==> config.mk <==
export PLATFORM = sky130hd
export DESIGN_NAME = regfile_write_arbiter
export DESIGN_NICKNAME = d
export VERILOG_FILES = /design/src/rtl/regfile_write_arbiter.sv
export SDC_FILE = /design/constraint.sdc
export NUM_CORES = 1
export LEC_CHECK = 0
export ABC_AREA = 0
export CORE_MARGIN = 5
export CORE_UTILIZATION = 28
export DETAILED_ROUTE_END_ITERATION = 10
export PLACE_DENSITY = 0.9
export SETUP_SLACK_MARGIN = 0.02
export SYNTH_ARGS = -nofsm -noshare
export SYNTH_HDL_FRONTEND = slang
export SYNTH_SLANG_ARGS = --single-unit
==> constraint.sdc <==
create_clock -name clk -period 3.5 [get_ports clk]
set_input_delay 0.35 -clock clk [delete_from_list [all_inputs] [get_ports clk]]
set_output_delay 0.35 -clock clk [all_outputs]
set_load 0.01 [all_outputs]
==> src/rtl/regfile_write_arbiter.sv <==
// Register file write-port arbiter: round-robin with requester-0 priority override.
// Optional post-reset sweep of x1..x31 under RF_INIT_CLEAR_EN.
module regfile_write_arbiter #(
  parameter int NREQ = 3,
  parameter int XLEN = 32,
  parameter logic [XLEN-1:0] INIT_VAL = 32'd0
) (
  input  logic                 clk,
  input  logic                 rst_n,
  input  logic [NREQ-1:0]      req_valid,
  input  logic [NREQ*5-1:0]    req_addr,
  input  logic [NREQ*XLEN-1:0] req_data,
  input  logic                 prio0_en,
  output logic [NREQ-1:0]      req_ready,
  output logic                 rf_we,
  output logic [4:0]           rf_a3,
  output logic [XLEN-1:0]      rf_wd3,
  output logic                 init_done
);

  localparam int PW = (NREQ > 1) ? $clog2(NREQ) : 1;

`ifdef RF_INIT_CLEAR_EN
  typedef enum logic [1:0] {
    IDLE = 2'd0,
    INIT = 2'd1,
    RUN  = 2'd2
  } state_t;
  logic [4:0] cnt;
`else
  typedef enum logic [1:0] {
    IDLE = 2'd0,
    RUN  = 2'd2
  } state_t;
`endif

  state_t state, state_nxt;

  logic [PW-1:0] rr_ptr;
  logic [PW-1:0] rr_idx;
  logic [PW-1:0] gnt_idx;
  logic [PW-1:0] ptr_nxt;
  logic [PW-1:0] k;
  logic          rr_hit;
  logic          prio_win;
  logic          gnt;
  logic [4:0]    g_addr;
  logic [XLEN-1:0] g_data;

  // First valid requester at or after rr_ptr, wrapping modulo NREQ
  always_comb begin
    rr_hit = 1'b0;
    rr_idx = '0;
    k      = '0;
    for (int i = 0; i < NREQ; i++) begin
      k = PW'((int'(rr_ptr) + i) % NREQ);
      if (!rr_hit && req_valid[k]) begin
        rr_hit = 1'b1;
        rr_idx = k;
      end
    end
  end

  // Grant selection and granted-requester payload mux
  always_comb begin
    prio_win = prio0_en & req_valid[0];
    gnt      = prio_win | rr_hit;
    gnt_idx  = prio_win ? '0 : rr_idx;
    ptr_nxt  = (rr_idx == PW'(NREQ - 1)) ? '0 : rr_idx + 1'b1;
    g_addr   = req_addr[int'(gnt_idx)*5 +: 5];
    g_data   = req_data[int'(gnt_idx)*XLEN +: XLEN];
  end

  // Next-state and output decode
  always_comb begin
    state_nxt = state;
    rf_we     = 1'b0;
    rf_a3     = '0;
    rf_wd3    = '0;
    req_ready = '0;
    unique case (state)
      IDLE: begin
`ifdef RF_INIT_CLEAR_EN
        state_nxt = INIT;
`else
        state_nxt = RUN;
`endif
      end
`ifdef RF_INIT_CLEAR_EN
      INIT: begin
        rf_we  = 1'b1;
        rf_a3  = cnt;
        rf_wd3 = INIT_VAL;
        if (cnt == 5'd31) state_nxt = RUN;
      end
`endif
      RUN: begin
        if (gnt) begin
          req_ready[gnt_idx] = 1'b1;
          rf_a3  = g_addr;
          rf_wd3 = g_data;
          rf_we  = (g_addr != 5'd0);
        end
      end
      default: state_nxt = IDLE;
    endcase
  end

  // State, round-robin pointer and init_done registers
  always_ff @(posedge clk or negedge rst_n) begin
    if (!rst_n) begin
      state     <= IDLE;
      rr_ptr    <= '0;
      init_done <= 1'b0;
    end else begin
      state     <= state_nxt;
      init_done <= (state_nxt == RUN);
      if (state == RUN && gnt && !prio_win) rr_ptr <= ptr_nxt;
    end
  end

`ifdef RF_INIT_CLEAR_EN
  // Sweep counter: loaded with 1 on INIT entry, steps once per sweep write
  always_ff @(posedge clk or negedge rst_n) begin
    if (!rst_n) begin
      cnt <= '0;
    end else if (state == IDLE) begin
      cnt <= 5'd1;
    end else if (state == INIT) begin
      cnt <= cnt + 5'd1;
    end
  end
`endif

endmodule
Word level (Yosys, flattened, before mapping) --
Cells that the tools add are included.
Word-level totals: flip-flop bits (word level) 5, bits in latches 0, memory bits (writable) 0, memory bits (read-only) 0, input bits 117, logic and storage cells 57, memories kept 0
Cells by class: $add $sub $neg 3, multiply operators 1, div/mod/pow operators 3, magnitude comparators 5, eq/ne operators 3, shifts and indexed selects 2, mux-type cells 25, bitwise logic cells 2, reductions and logical operators 10
Operator list (count):
- $shiftx A96 B8 Y32 | 1
- $mod A32 B3 Y32 const B | 2
- $mux W32 | 2
- $mod A3 B3 Y32 const B | 1
- $shiftx A15 B6 Y5 | 1
- $lt A2 B3 Y1 const B | 4
- $mux W2 | 5
- $mux W5 | 2
- $mux W1 | 9
- $bmux W1 S2 | 3
- $eq A2 B2 Y1 const B | 3
- $mux W3 | 2
- $logic_and A1 B1 Y1 | 5
- $mul A2 B3 Y5 const B | 1
- $reduce_bool A5 Y1 | 1
- $pmux W2 S2 | 1
- $add A2 B1 Y3 const B | 1
- $add A2 B2 Y3 const B | 1
- $logic_not A1 Y1 | 3
- $add A2 B1 Y2 const B | 1
- $demux W1 S2 | 1
- $ge A2 B1 Y1 const B | 1
- $logic_not A2 Y1 | 1
- $and A1 B1 Y1 | 1
- $or A1 B1 Y1 | 1

Longest topological paths before layout --
depth in word-level cells 17, gate-level depth with buffers 11, mapped depth without buffers 9

Least setup slack after synthesis --
No wires, ideal clock.
path type register to output, from register rr_ptr[0], to output rf_we, arrival time 2.404 ns, required time 3.150 ns, slack 0.746 ns, cell stages (with the launch flop) 11, path through dfrtp_1 inv_1 ha_1 buf_4 and3b_1 or3_4 a2bb2oi_4 buf_6 nor4_1 or3_4 a41oi_2
Between the ends: word-level cells in the longest chain between the ends 16, elaborated cells on any way between the ends 28, those cells by class add/sub: 2; mul: 1; div: 3; shift: 1; mux: 15; bitwise: 1; reduce/logical: 5
RTL lines:
- from (decl) | RTL line 39 | logic [PW-1:0] rr_ptr;
- from (signal assigned) | RTL line 118 | if (state == RUN && gnt && !prio_win) rr_ptr <= ptr_nxt;
- branches (longest 14 deep; another with $mod A32 B3 Y32)
- $mux W1 * | RTL line 98 | if (gnt) begin
- $mux W1 * | RTL line 81 | unique case (state)
- to (decl) | RTL line 15 | output logic rf_we,
Every way passes the cells marked *. The select of a mux whose other input is x is not followed.

Worst setup path after layout --
from register rr_ptr[0], to output rf_wd3[5]
Between the ends: word-level cells in the longest chain between the ends 14, elaborated cells on any way between the ends 26, those cells by class add/sub: 2; div: 3; shift: 1; mux: 15; bitwise: 1; reduce/logical: 4
RTL lines:
- branches (longest 12 deep; another with $mod A32 B3 Y32)
- $mux W32 * | RTL line 98
- $mux W32 * | RTL line 81
- to (decl) | RTL line 17 | output logic [XLEN-1:0] rf_wd3,
Marks and branches as above.

==> results.py <==
metrics = {
    "global_route": {
        "grt_max_degree": 24,
        "grt_pass1_wl_um": 10950,
        "grt.total_usage_pct": 21.35,
        "grt.overflow.total": 0,
        "first_global_vias": 2386,
        "grt_antenna_before_repair": 0,
    },
    "drt": {
        "wirelength_um": 8005,
        "ant_nets": 0,
        "met1Wirelength_um": 2618,
        "vias": 2357,
        "firstDrtPassIters": 6,
        "drcViolationCount": 0,
        "dr_wl_met2_um": 4136,
        "drt_iter0_drc": 175,
        "route.top_layer_used": "met4",
        "viasPerCell": 5.469,
        "drt-wirelength-per-cell_um": 18.57,
        "wl_met3_um": 928,
    },
    "floorplanning": {
        "fp-row-count": 25,
        "ioPinCount": 159,
        "fp.dieH_um": 80.33,
        "start_util_pct": 29.13,
        "die_x_um": 80.33,
        "core_mm2": 0.004755,
        "dieArea_mm2": 0.006453,
    },
    "timing": {
        "setup_violations": 0,
        "max_freq_ghz": 0.2927,
        "fin_crit_sh_pct": 97.63,
        "skew_ns": 0.002452,
        "period_needed_ns": 3.417,
        "worst_slack_ns": 0.08304,
        "slew_viol_final": 0,
        "rsz0062_at_grt": "true",
        "hold_violations": 0,
    },
    "outcome": {
        "status": "finished clean",
    },
    "power": {
        "power_mw": 2.037,
        "p_per_area_mw_per_mm2": 591.2,
        "peakVddDrop_uv": 283.5,
        "p_leak_nw": 1.904,
    },
    "clock_tree": {
        "cts_max_path_buffers": 2,
        "clkSinkCount": 5,
        "cts-root-buf": "clkbuf_8",
        "clk_pin_slew_ns": 0.04,
        "clk_latency_ns": 0.22,
        "cts_max_level": 1,
        "cts_buffers": 3,
        "cts_tree": "done",
    },
    "synthesis": {
        "synth_xor_area_share_pct": 0,
        "synth.avg_cell_area_um2": 7.290,
        "synth_area_leaders": "a222oi_1 14%, dfrtp_1 9.0%, inv_1 7.3%",
        "synth_cell_types": 53,
        "synth.top_cells.by_count": "27 x inv_1, 20 x a222oi_1, 16 x nor2_1, 11 x nand2_1, 10 x o21ai_0",
        "synth_edf_count": 0,
        "synth_top_area_share_pct": 14.45,
        "synth_seq_cells": 5,
        "synthSimpleGateAreaFrac_pct": 26.65,
        "async_reset_ff_share_pct": 100.0,
        "synth_area_leader_cell": "a222oi_1",
        "synth_top_family_by_area": "compound AO/OA/AOI/OAI gates",
        "syn_nets": 311,
        "synth-adder-area-share_pct": 3.613,
        "ys_seq_area_share_pct": 9.033,
        "synth-compound-area-share_pct": 41.55,
        "yosysMostFrequentCell": "inv_1",
        "synthCells": 190,
        "synthFlopType": "dfrtp_1",
        "synthMuxAreaShare_pct": 3.975,
        "yosys_warnings": 0,
        "netlist_area_mm2": 0.001385,
    },
    "setup_path": {
        "crit_path_start": "rr_ptr[0]",
        "path_class": "reg -> out",
        "cp.arrival_ns": 3.07,
        "reg2reg_from": "rr_ptr[0]",
        "start_kind": "flop",
        "endpoint_kind": "primary output",
        "cp_max_fo": 23,
        "worstPathRequired_ns": 3.15,
    },
    "placed_design": {
        "gp_congestion": 0.8713,
        "dp_slack_ns": 0.004003,
        "placed_cells": 410,
        "place_hpwl_um": 5899,
        "io_buffers": 158,
    },
    "run": {
        "maxCapViolCount": 0,
    },
    "layout": {
        "finalNetCount": 486,
        "finalNonFillerCells": 431,
        "areaGrowthSynthToFinish_pct": 148.8,
        "postLayoutCoreUtil_pct": 72.47,
        "diodes": 0,
        "layout-drive-gt1-share_pct": 16.48,
    },
    "hold_path": {
        "hold_path.class": "in -> async",
    },
}
flip-flops by register name, indices dropped and copies added (netlist names):
name       flops
init_done      1
rr_ptr         2
state          2
kinds of logic after synthesis:
group | Yosys count
AO/OA/AOI/OAI | 67
multiplexers | 5
adder cells (fa/ha/maj) | 4
buffers and inverters | 43
AND/OR/NAND/NOR | 65
other | 1
flip-flops | 5
per-stage QoR:
stage	instance area (um2)	TNS, ns	hold slack [ns]
2_1_floorplan	1385	0	0.05441
3_3_place_gp	3068	0	0.4378
3_5_place_dp	3068	0	0.4452
4_1_cts	3213	0	0.3526
5_1_grt	3446	-0.02162	0.3662
6_report	3446	0	0.3486
routing by layer:
layer / up-vias / global-route usage [%]
met3: 31 / 6.614
met5: - / 0
met1: 1067 / 20.96
li1: 1085 / -
met2: 174 / 41.31
met4: 0 / 7.770
worst max-delay path, stage by stage, from the launching register on:
cell,delay (ns)
dfrtp_1,0.39
inv_1,0.14
ha_4,0.26
and3b_1,0.21
or3_4,0.43
a2bb2oi_4,0.23
nor3_2,0.08
buf_12,0.15
a222oi_1,0.39
inv_1,0.07
clkdlybuf4s50_1,0.48
layout make-up:
cell class,instances,area (um2)
repair buffers,184,1899
fillers,374,1309
multi-input cells,144,1191
flip-flops and latches,5,125.1
inverters,27,101.3
well taps,67,83.83
clock buffers,4,45.04
repair_timing:
item	4_1_cts	5_1_grt
setup buffers	7	7
resized for setup	11	49
gates cloned	0	3
endpoints found under the setup margin	38	34
hold buffers	0	0
pin swaps	5	7
power by group:
| group | switching (mW) | leakage, nW | total (mW) | internal [mW] |
|---|---|---|---|---|
| Clock | 0.0277 | 0.0228 | 0.106 | 0.0781 |
| Sequential | 0.0115 | 0.0605 | 0.0816 | 0.0701 |
| Combinational | 0.888 | 1.82 | 1.85 | 0.962 |
| Total | 0.927 | 1.90 | 2.04 | 1.11 |
final timing paths:
check	to	slack [ns]	cells past startpoint
worst max-delay path	rf_wd3[5]	0.08	10
worst min-delay path	init_done	0.35	1
worst max register to register	rr_ptr[1]	1.25	10
worst min register to register	init_done	0.43	1
max in group asynchronous	state[0]	2.97	1
min in group clk	init_done	0.43	1
placed cells by master (no fill, tap or decap), types with 3 or more instances in the layout:
| cell | instances |
|---|---|
| dlymetal6s2s_1 | 31 |
| dfrtp_1 | 5 |
| a22oi_1 | 5 |
| buf_4 | 20 |
| inv_1 | 26 |
| nand2_1 | 11 |
| o21ai_1 | 5 |
| nor3_1 | 4 |
| a222oi_1 | 20 |
| clkdlybuf4s50_1 | 124 |
| o21ai_0 | 9 |
| buf_12 | 3 |
| a211oi_1 | 6 |
| clkbuf_8 | 3 |
| dlygate4sd2_1 | 3 |
| buf_6 | 3 |
| nor2_1 | 14 |
| a21oi_1 | 5 |
| or3_1 | 7 |
No activity file was read; power rests on OpenSTA's default activity.
